===== src/rtl/ifetch_pkg.sv =====
// ifetch shared types
// fetch FSM states and cache geometry
package ifetch_pkg;

  localparam int ICACHE_INDEX_BITS_DEF = 4;

  typedef enum logic [1:0] {
    IF_IDLE = 2'd0,
    IF_MISS = 2'd1,
    IF_DROP = 2'd2
  } if_state_e;

endpackage


===== src/rtl/ifetch_icache_array.sv =====
// direct-mapped icache storage
// comb read port, one sync write port
module ifetch_icache_array
  import ifetch_pkg::*;
#(
  parameter int IDX_W = ICACHE_INDEX_BITS_DEF,
  parameter int TAG_W = 30 - ICACHE_INDEX_BITS_DEF
) (
  input  logic             clk,
  input  logic             rst,
  input  logic [IDX_W-1:0] rd_idx,
  input  logic [TAG_W-1:0] rd_tag,
  output logic             hit,
  output logic [31:0]      rd_data,
  input  logic             we,
  input  logic [IDX_W-1:0] wr_idx,
  input  logic [TAG_W-1:0] wr_tag,
  input  logic [31:0]      wr_data
);

  localparam int LINES = 1 << IDX_W;

  logic [LINES-1:0] valid;
  logic [TAG_W-1:0] tags [LINES];
  logic [31:0]      data [LINES];

  // valid bits: cleared on reset, set on fill
  always_ff @(posedge clk) begin
    if (rst)
      valid <= '0;
    else if (we)
      valid[wr_idx] <= 1'b1;
  end

  // tag and data payload written on fill
  always_ff @(posedge clk) begin
    if (we) begin
      tags[wr_idx] <= wr_tag;
      data[wr_idx] <= wr_data;
    end
  end

  assign hit     = valid[rd_idx] &&
                   (tags[rd_idx] == rd_tag);
  assign rd_data = data[rd_idx];

endmodule


===== src/rtl/ifetch.sv =====
// instruction fetch unit
// owns fetch PC, icache fill FSM, decoder output
module ifetch
  import ifetch_pkg::*;
#(
  parameter logic [31:0] RESET_PC = 32'h0,
  parameter int ICACHE_INDEX_BITS = ICACHE_INDEX_BITS_DEF
) (
  input  logic        clk,
  input  logic        rst,
  input  logic        rdy,
  input  logic        need_inst,
  input  logic        clear_inst,
  input  logic [31:0] if_addr,
  input  logic        rob_clear,
  input  logic [31:0] rob_new_pc,
  output logic [31:0] PC,
  output logic [31:0] inst_in,
  output logic        instcache_ready_out,
  output logic        mem_req,
  output logic [31:0] mem_addr,
  input  logic        mem_done,
  input  logic [31:0] mem_data
);

  localparam int IB    = ICACHE_INDEX_BITS;
  localparam int TAG_W = 30 - IB;

  if_state_e   state;
  logic [31:0] fetch_pc;
  logic [31:0] fetch_al;
  logic [31:0] tgt;
  logic [31:0] tgt_al;
  logic        flush;
  logic        consume;
  logic        lookup;
  logic        hit;
  logic [31:0] hit_data;
  logic        fill;

  assign fetch_al = {fetch_pc[31:2], 2'b00};
  assign flush    = rob_clear | clear_inst;
  assign tgt      = rob_clear ? rob_new_pc : if_addr;
  assign tgt_al   = {tgt[31:2], 2'b00};
  assign consume  = instcache_ready_out & ~need_inst;
  assign lookup   = ~instcache_ready_out | consume;
  assign fill     = rdy & mem_done & (state != IF_IDLE);

  ifetch_icache_array #(
    .IDX_W (IB),
    .TAG_W (TAG_W)
  ) u_icache (
    .clk     (clk),
    .rst     (rst),
    .rd_idx  (fetch_pc[IB+1:2]),
    .rd_tag  (fetch_pc[31:IB+2]),
    .hit     (hit),
    .rd_data (hit_data),
    .we      (fill),
    .wr_idx  (mem_addr[IB+1:2]),
    .wr_tag  (mem_addr[31:IB+2]),
    .wr_data (mem_data)
  );

  // fetch FSM, fetch PC and registered decoder outputs
  always_ff @(posedge clk) begin
    if (rst) begin
      state               <= IF_IDLE;
      fetch_pc            <= RESET_PC;
      PC                  <= '0;
      inst_in             <= '0;
      instcache_ready_out <= 1'b0;
      mem_req             <= 1'b0;
      mem_addr            <= '0;
    end else if (rdy) begin
      unique case (state)
        IF_IDLE: begin
          if (flush) begin
            instcache_ready_out <= 1'b0;
            fetch_pc            <= tgt_al;
          end else if (lookup) begin
            if (hit) begin
              PC                  <= fetch_al;
              inst_in             <= hit_data;
              instcache_ready_out <= 1'b1;
              fetch_pc            <= fetch_al + 32'd4;
            end else begin
              state    <= IF_MISS;
              mem_req  <= 1'b1;
              mem_addr <= fetch_al;
              if (consume)
                instcache_ready_out <= 1'b0;
            end
          end
        end
        IF_MISS: begin
          if (mem_done) begin
            mem_req <= 1'b0;
            state   <= IF_IDLE;
            if (flush) begin
              instcache_ready_out <= 1'b0;
              fetch_pc            <= tgt_al;
            end else begin
              PC                  <= mem_addr;
              inst_in             <= mem_data;
              instcache_ready_out <= 1'b1;
              fetch_pc            <= fetch_al + 32'd4;
            end
          end else if (flush) begin
            state               <= IF_DROP;
            instcache_ready_out <= 1'b0;
            fetch_pc            <= tgt_al;
          end
        end
        IF_DROP: begin
          if (mem_done) begin
            mem_req <= 1'b0;
            state   <= IF_IDLE;
          end
          if (flush)
            fetch_pc <= tgt_al;
        end
        default: begin
          state   <= IF_IDLE;
          mem_req <= 1'b0;
        end
      endcase
    end
  end

endmodule


===== config.mk =====
export PLATFORM = sky130hd
export DESIGN_NAME = ifetch
export DESIGN_NICKNAME = d
export VERILOG_FILES = /design/src/rtl/ifetch_pkg.sv /design/src/rtl/ifetch_icache_array.sv /design/src/rtl/ifetch.sv
export SDC_FILE = /design/constraint.sdc
export NUM_CORES = 1
export LEC_CHECK = 0
export ABC_AREA = 1
export CAP_MARGIN = 10
export CORE_ASPECT_RATIO = 1.25
export CORE_MARGIN = 2
export CORE_UTILIZATION = 59
export CTS_CLUSTER_DIAMETER = 60
export DETAILED_ROUTE_END_ITERATION = 10
export PLACE_DENSITY = 0.81
export SETUP_SLACK_MARGIN = 0.2
export SLEW_MARGIN = 20
export SYNTH_ARGS = -nofsm -noshare
export SYNTH_HDL_FRONTEND = slang
export SYNTH_SLANG_ARGS = --single-unit

===== constraint.sdc =====
create_clock -name clk -period 4.7 [get_ports clk]
set_input_delay 0.705 -clock clk [delete_from_list [all_inputs] [get_ports clk]]
set_output_delay 0.705 -clock clk [all_outputs]
set_load 0.02 [all_outputs]

---- Word level (Yosys, flattened, before mapping) ----
Memory sizes are Yosys's and may differ from the RTL's. A register that Yosys moved wholly into a read port is not among the register bits.
Index checks and enable logic that the tools add are counted.
word-level totals
  register bits ........................... 146
  bits in writable memories ............... 928
  bits of input ports ..................... 103
  output and inout port bits .............. 98
  logic and storage cells ................. 102
  memories ................................ 2
memory list
  name           words  width  rd ports  clocked after Yosys merged registers in  write ports  line                       source
  u_icache.data  16     32     1         1                                        1            ifetch_icache_array.sv:25  logic [31:0] data [LINES];
  u_icache.tags  16     26     1         1                                        1            ifetch_icache_array.sv:24  logic [TAG_W-1:0] tags [LINES];
operators by class
  add/sub/neg operators ................... 1
  $lt $le $gt $ge ......................... 3
  eq/ne operators ......................... 15
  mux-type cells .......................... 50
  bitwise gates (word level) .............. 10
  reduce and logical (&&, ||, !) cells .... 13
operators by type and width
  kind                                                 number
  two-way mux 32 bit                                   17
  one-hot mux 32 bit (2 select lines)                  2
  one-hot mux 32 bit (3 select lines)                  1
  adder 32 x 3 -> 32 bit, second input constant        1
  == test 26 bit                                       1
  two-way mux 4 bit                                    4
  bitwise OR 16 bit                                    1
  two-way mux 1 bit                                    15
  AND reduction 5 bit                                  3
  inequality test 2 bit, second input constant         7
  two-way mux 2 bit                                    6
  < comparator 4 x 5 -> 1 bit, second input constant   2
  inequality test 3 bit, second input constant         3
  AND reduction 7 bit                                  1
  one-hot mux 2 bit (3 select lines)                   1
  AND reduction 6 bit                                  1
  binary-select mux 1 bit (select 4 bit)               1
  demux 1 bit (select 4 bit)                           1
  >= comparator 4 x 1 -> 1 bit, second input constant  1
  inequality test 4 bit, second input constant         1
  inverter 1 bit                                       4
  one-hot mux 1 bit (2 select lines)                   2
  AND reduction 4 bit                                  1
  nonzero test 2 bit                                   2
  other kinds (9)                                      13

---- Longest topological paths before layout ----
  word-level depth ........................ 9
  mapped depth ............................ 24
  gate-level depth less buffers ........... 20

---- Modules after synthesis ----
A second synthesis with hierarchy kept.
second synthesis, totals
  cells, all modules ...................... 4,134
  area, all modules ....................... 44,727.9 sq um
modules (own cells, without submodules)
  module               times used  cells an instance  area an instance (sq um)
  ifetch_icache_array  1           3,091              37,987.7
  ifetch               1           1,043              6,740.2

---- Worst setup path after synthesis ----
No wires, ideal clock.
  path type ............................... input port to flip-flop
  start point ............................. input mem_done
  end point ............................... memory u_icache.data[12][0], enable pin
  arrival ................................. 3.743 ns
  required time ........................... 4.224 ns
  slack ................................... 0.481 ns
  stages .................................. 6
  path buffers ............................ 0
  path through ............................ inv_1 -> nor3_1 -> nand2_1 -> nor2_1 -> inv_1 -> nor2_1
on the way
  cells in the longest elaborated chain, start to end .. 4
ends and longest elaborated chain
  element                                  line                       source
  start, declared                          ifetch.sv:22               input logic mem_done,
  bitwise AND 1 bit (2 in series)          ifetch.sv:47               assign fill = rdy & mem_done & (state != IF_IDLE);
  two-way mux 1 bit                        ifetch_icache_array.sv:37  if (we) begin
  two-way mux 1 bit (not written as such)  ifetch_icache_array.sv:39  data[wr_idx] <= wr_data;
  end, declared                            ifetch_icache_array.sv:25
Every way passes these cells.

==> flow_metrics.env <==
export IMPL_swShare=0.2836
export IMPL_start_util=0.5962
export IMPL_async_flop_share=0
export IMPL_syn_area_per_cell_um2=10.50
export IMPL_synth_ff_type="edfxtp_1"
export IMPL_cp_required_ns=5.21
export IMPL_syn_to_final_growth_pct=13.82
export IMPL_cts_buffers=99
export IMPL_io_buffers=192
export IMPL_drt_wl_total_um=130400
export IMPL_place_inst=5309
export IMPL_setup_violations_final=0
export IMPL_final_util=0.6787
export IMPL_tritoncts="yes"
export IMPL_synthTopCellsByArea="edfxtp_1 (61%), nand2_1 (7.3%), dfxtp_1 (6.4%), nor2_1 (5.4%), o21ai_0 (4.4%)"
export IMPL_die_x_um=252.0
export IMPL_maxCapViolations=0
export IMPL_power_internal_w=0.01593
export IMPL_die_area_um2=79120
export IMPL_rows=113
export IMPL_drc=0
export IMPL_ir_drop_v=0.0003382
export IMPL_power_frac_seq=0.480
export IMPL_gp_congestion=0.9897
export IMPL_grt_pass1_vias=32450
export IMPL_dp_hpwl_um=72960
export IMPL_nNetsFinal=4540
export IMPL_synth_cell_types=45
export IMPL_ff2ff_setup_slack_ns=0.71
export IMPL_p_comb_frac=0.169
export IMPL_layout_setup_ws_ns=0.7056
export IMPL_cts_resized=0
export IMPL_routed_via_density=6.168
export IMPL_ios=201
export IMPL_cts_buffer_depth=3
export IMPL_cts_setup_buffers=0
export IMPL_synthTopCellsByCount="edfxtp_1 (928), nand2_1 (876), nor2_1 (656)"
export IMPL_worstSetupPathType="flop to flop"
export IMPL_status="completed"
export IMPL_ant_nets=0
export IMPL_clock_latency_ns=0.68
export IMPL_clkTransAtPathRegs_ns=0.06
export IMPL_drt_iter0_markers=4421
export IMPL_coreArea_um2=76070
export IMPL_grt_start_max_net_pins=182
export IMPL_fmax_ghz=0.2503
export IMPL_slew_viol_final=0
export IMPL_wl_per_cell_um=23.73
export IMPL_rsz0062_at_grt="no"
export IMPL_startpoint_type="flop"
export IMPL_grt_pass1_wl_um=192000
export IMPL_power_switching_w=0.006307
export IMPL_synth_seq_cells=1074
export IMPL_clkSinkCount=1074
export IMPL_timing_slew_headroom=0.1612
export IMPL_critPathArrivalTime_ns=4.51
export IMPL_vias=33900
export IMPL_hold_viol=0
export IMPL_synth_seq_area_share=0.6789
export IMPL_cts_hold_buf=0
export IMPL_synth_edff_count=928
export IMPL_power_leakage_nw=18.32
export IMPL_track_usage=0.3244
export IMPL_fin_cells=5496
export IMPL_synth_top_area_share=0.6144
export IMPL_synth_area_leader_cell="edfxtp_1"
export IMPL_fin_worst_skew_ns=0.03272
export IMPL_clockPowerShare=0.352
export IMPL_synthesis_area_um2=45350
export IMPL_final_period_utilization=0.8499
export IMPL_synth_most_common_cell="edfxtp_1"
export IMPL_min_path_type="flop to flop"
export IMPL_crit_path_end_kind="flop"
export IMPL_synth_cells=4318
export IMPL_firstDrtPassIters=6
export IMPL_dp_slack_ns=0.8260
export IMPL_powerDensity_nw_per_um2=430.8
export IMPL_gr_total_overflow=0
export IMPL_antenna_found_initial=3
export IMPL_cts_root_buf="clkbuf_16"
export IMPL_htreeDepth=3
export IMPL_drive_above_1_share=0.06464
export IMPL_yosys_warnings=0
export IMPL_tightest_slew_ns=1.245
export IMPL_min_period_ns=3.994
export IMPL_die_height_um=314.0
export IMPL_critPathMaxFanout=181
export IMPL_tns_ns=0
final cells by class:
class                   instances  area (µm²)
diodes                          2       5.005
inverters                     209       802.0
clock inverters                54       451.7
well taps                     977        1222
repair buffers                291        2923
flip-flops and latches       1074       30800
multi-input cells            2758       12710
clock buffers                 131        2709
fillers                      5354       24440
final timing paths:
path	from	endpoint	cells past startpoint
min reg2reg	inst_in[13]$_SDFFE_PP0P_	inst_in[13]$_SDFFE_PP0P_	2
max reg2reg	flop	PC[25]$_SDFFE_PP0P_	20
min	inst_in[13]$_SDFFE_PP0P_	inst_in[13]$_SDFFE_PP0P_	2
max	flop	PC[25]$_SDFFE_PP0P_	20
state kept, by name, summed over array words and instances (netlist names), named ones only:
signal and count:
PC 30, inst_in 32, mem_req 1, fetch_pc 30, mem_addr 30, u_icache.tags 416, instcache_ready_out 1, u_icache.data 512
state 2, u_icache.valid 16
power groups by stage:
| stage | clock (W) | combinational [W] | sequential, W |
|---|---|---|---|
| finish | 0.00782 | 0.00375 | 0.0107 |
| global route | 0.00822 | 0.00406 | 0.0107 |
| CTS | 0.00786 | 0.00366 | 0.0107 |
| detailed placement | 0 | 0.00363 | 0.0109 |
| global placement | 0 | 0.00354 | 0.0109 |
| floorplan | 0 | 0.00231 | 0.0109 |
metal layers:
layer / vias up / track usage / part of all wire / wire (µm)
li1: 15320 / - / - / -
met1: 16010 / 0.4045 / 0.35 / 45870
met2: 2120 / 0.5335 / 0.48 / 62700
met3: 446 / 0.06226 / 0.11 / 14220
met4: 4 / 0.1860 / 0.058 / 7604
met5: - / 0 / 0.00022 / 29
kinds of logic after synthesis:
family / Yosys count / share of synthesized area
buffers and inverters: 489 / 0.04469
adder cells (fa/ha/maj): 4 / 0.001104
XOR/XNOR: 6 / 0.001159
AO/OA/AOI/OAI: 764 / 0.09628
other: 1 / 0.00008268
flip-flops: 1074 / 0.6789
AND/OR/NAND/NOR: 1980 / 0.1778
cells in the final DEF, fill, tap and decap left out, types with 37 or more instances in the layout:
cell,instances
a21oi_1,146
o21ai_0,396
o22ai_1,39
o21ai_1,37
clkdlybuf4s50_1,191
inv_1,199
o221ai_1,93
nor2_1,638
nand2_1,875
edfxtp_1,928
nand3_1,396
dfxtp_1,142
clkbuf_16,100
buf_4,78
critical path: stages (launching register included):
cell	delay, ns
dfxtp_4	0.42
buf_12	0.49
nor2_1	0.12
nor2_1	0.12
o21ai_0	0.10
nand3_1	0.09
nand3_1	0.23
nand2_1	0.15
nand2_1	0.05
nand2_1	0.11
nand2_1	0.06
nor2_1	0.13
nand2_1	0.09
nor2_2	0.21
nand2_2	0.16
nand2_4	0.12
buf_12	0.29
nand2_2	0.09
buf_4	0.28
nand2_1	0.13
a21oi_1	0.08
per-stage QoR:
step                area [µm²]  total power [W]  hold WS, ns
finish                   51620          0.02224       0.4604
global route             51620          0.02295       0.4808
CTS                      51620          0.02218       0.4631
detailed placement       48460          0.01449       0.4495
global placement         48460          0.01440       0.4420
floorplan                45360          0.01316       0.4318
No activity file was read; power rests on OpenSTA's default activity.
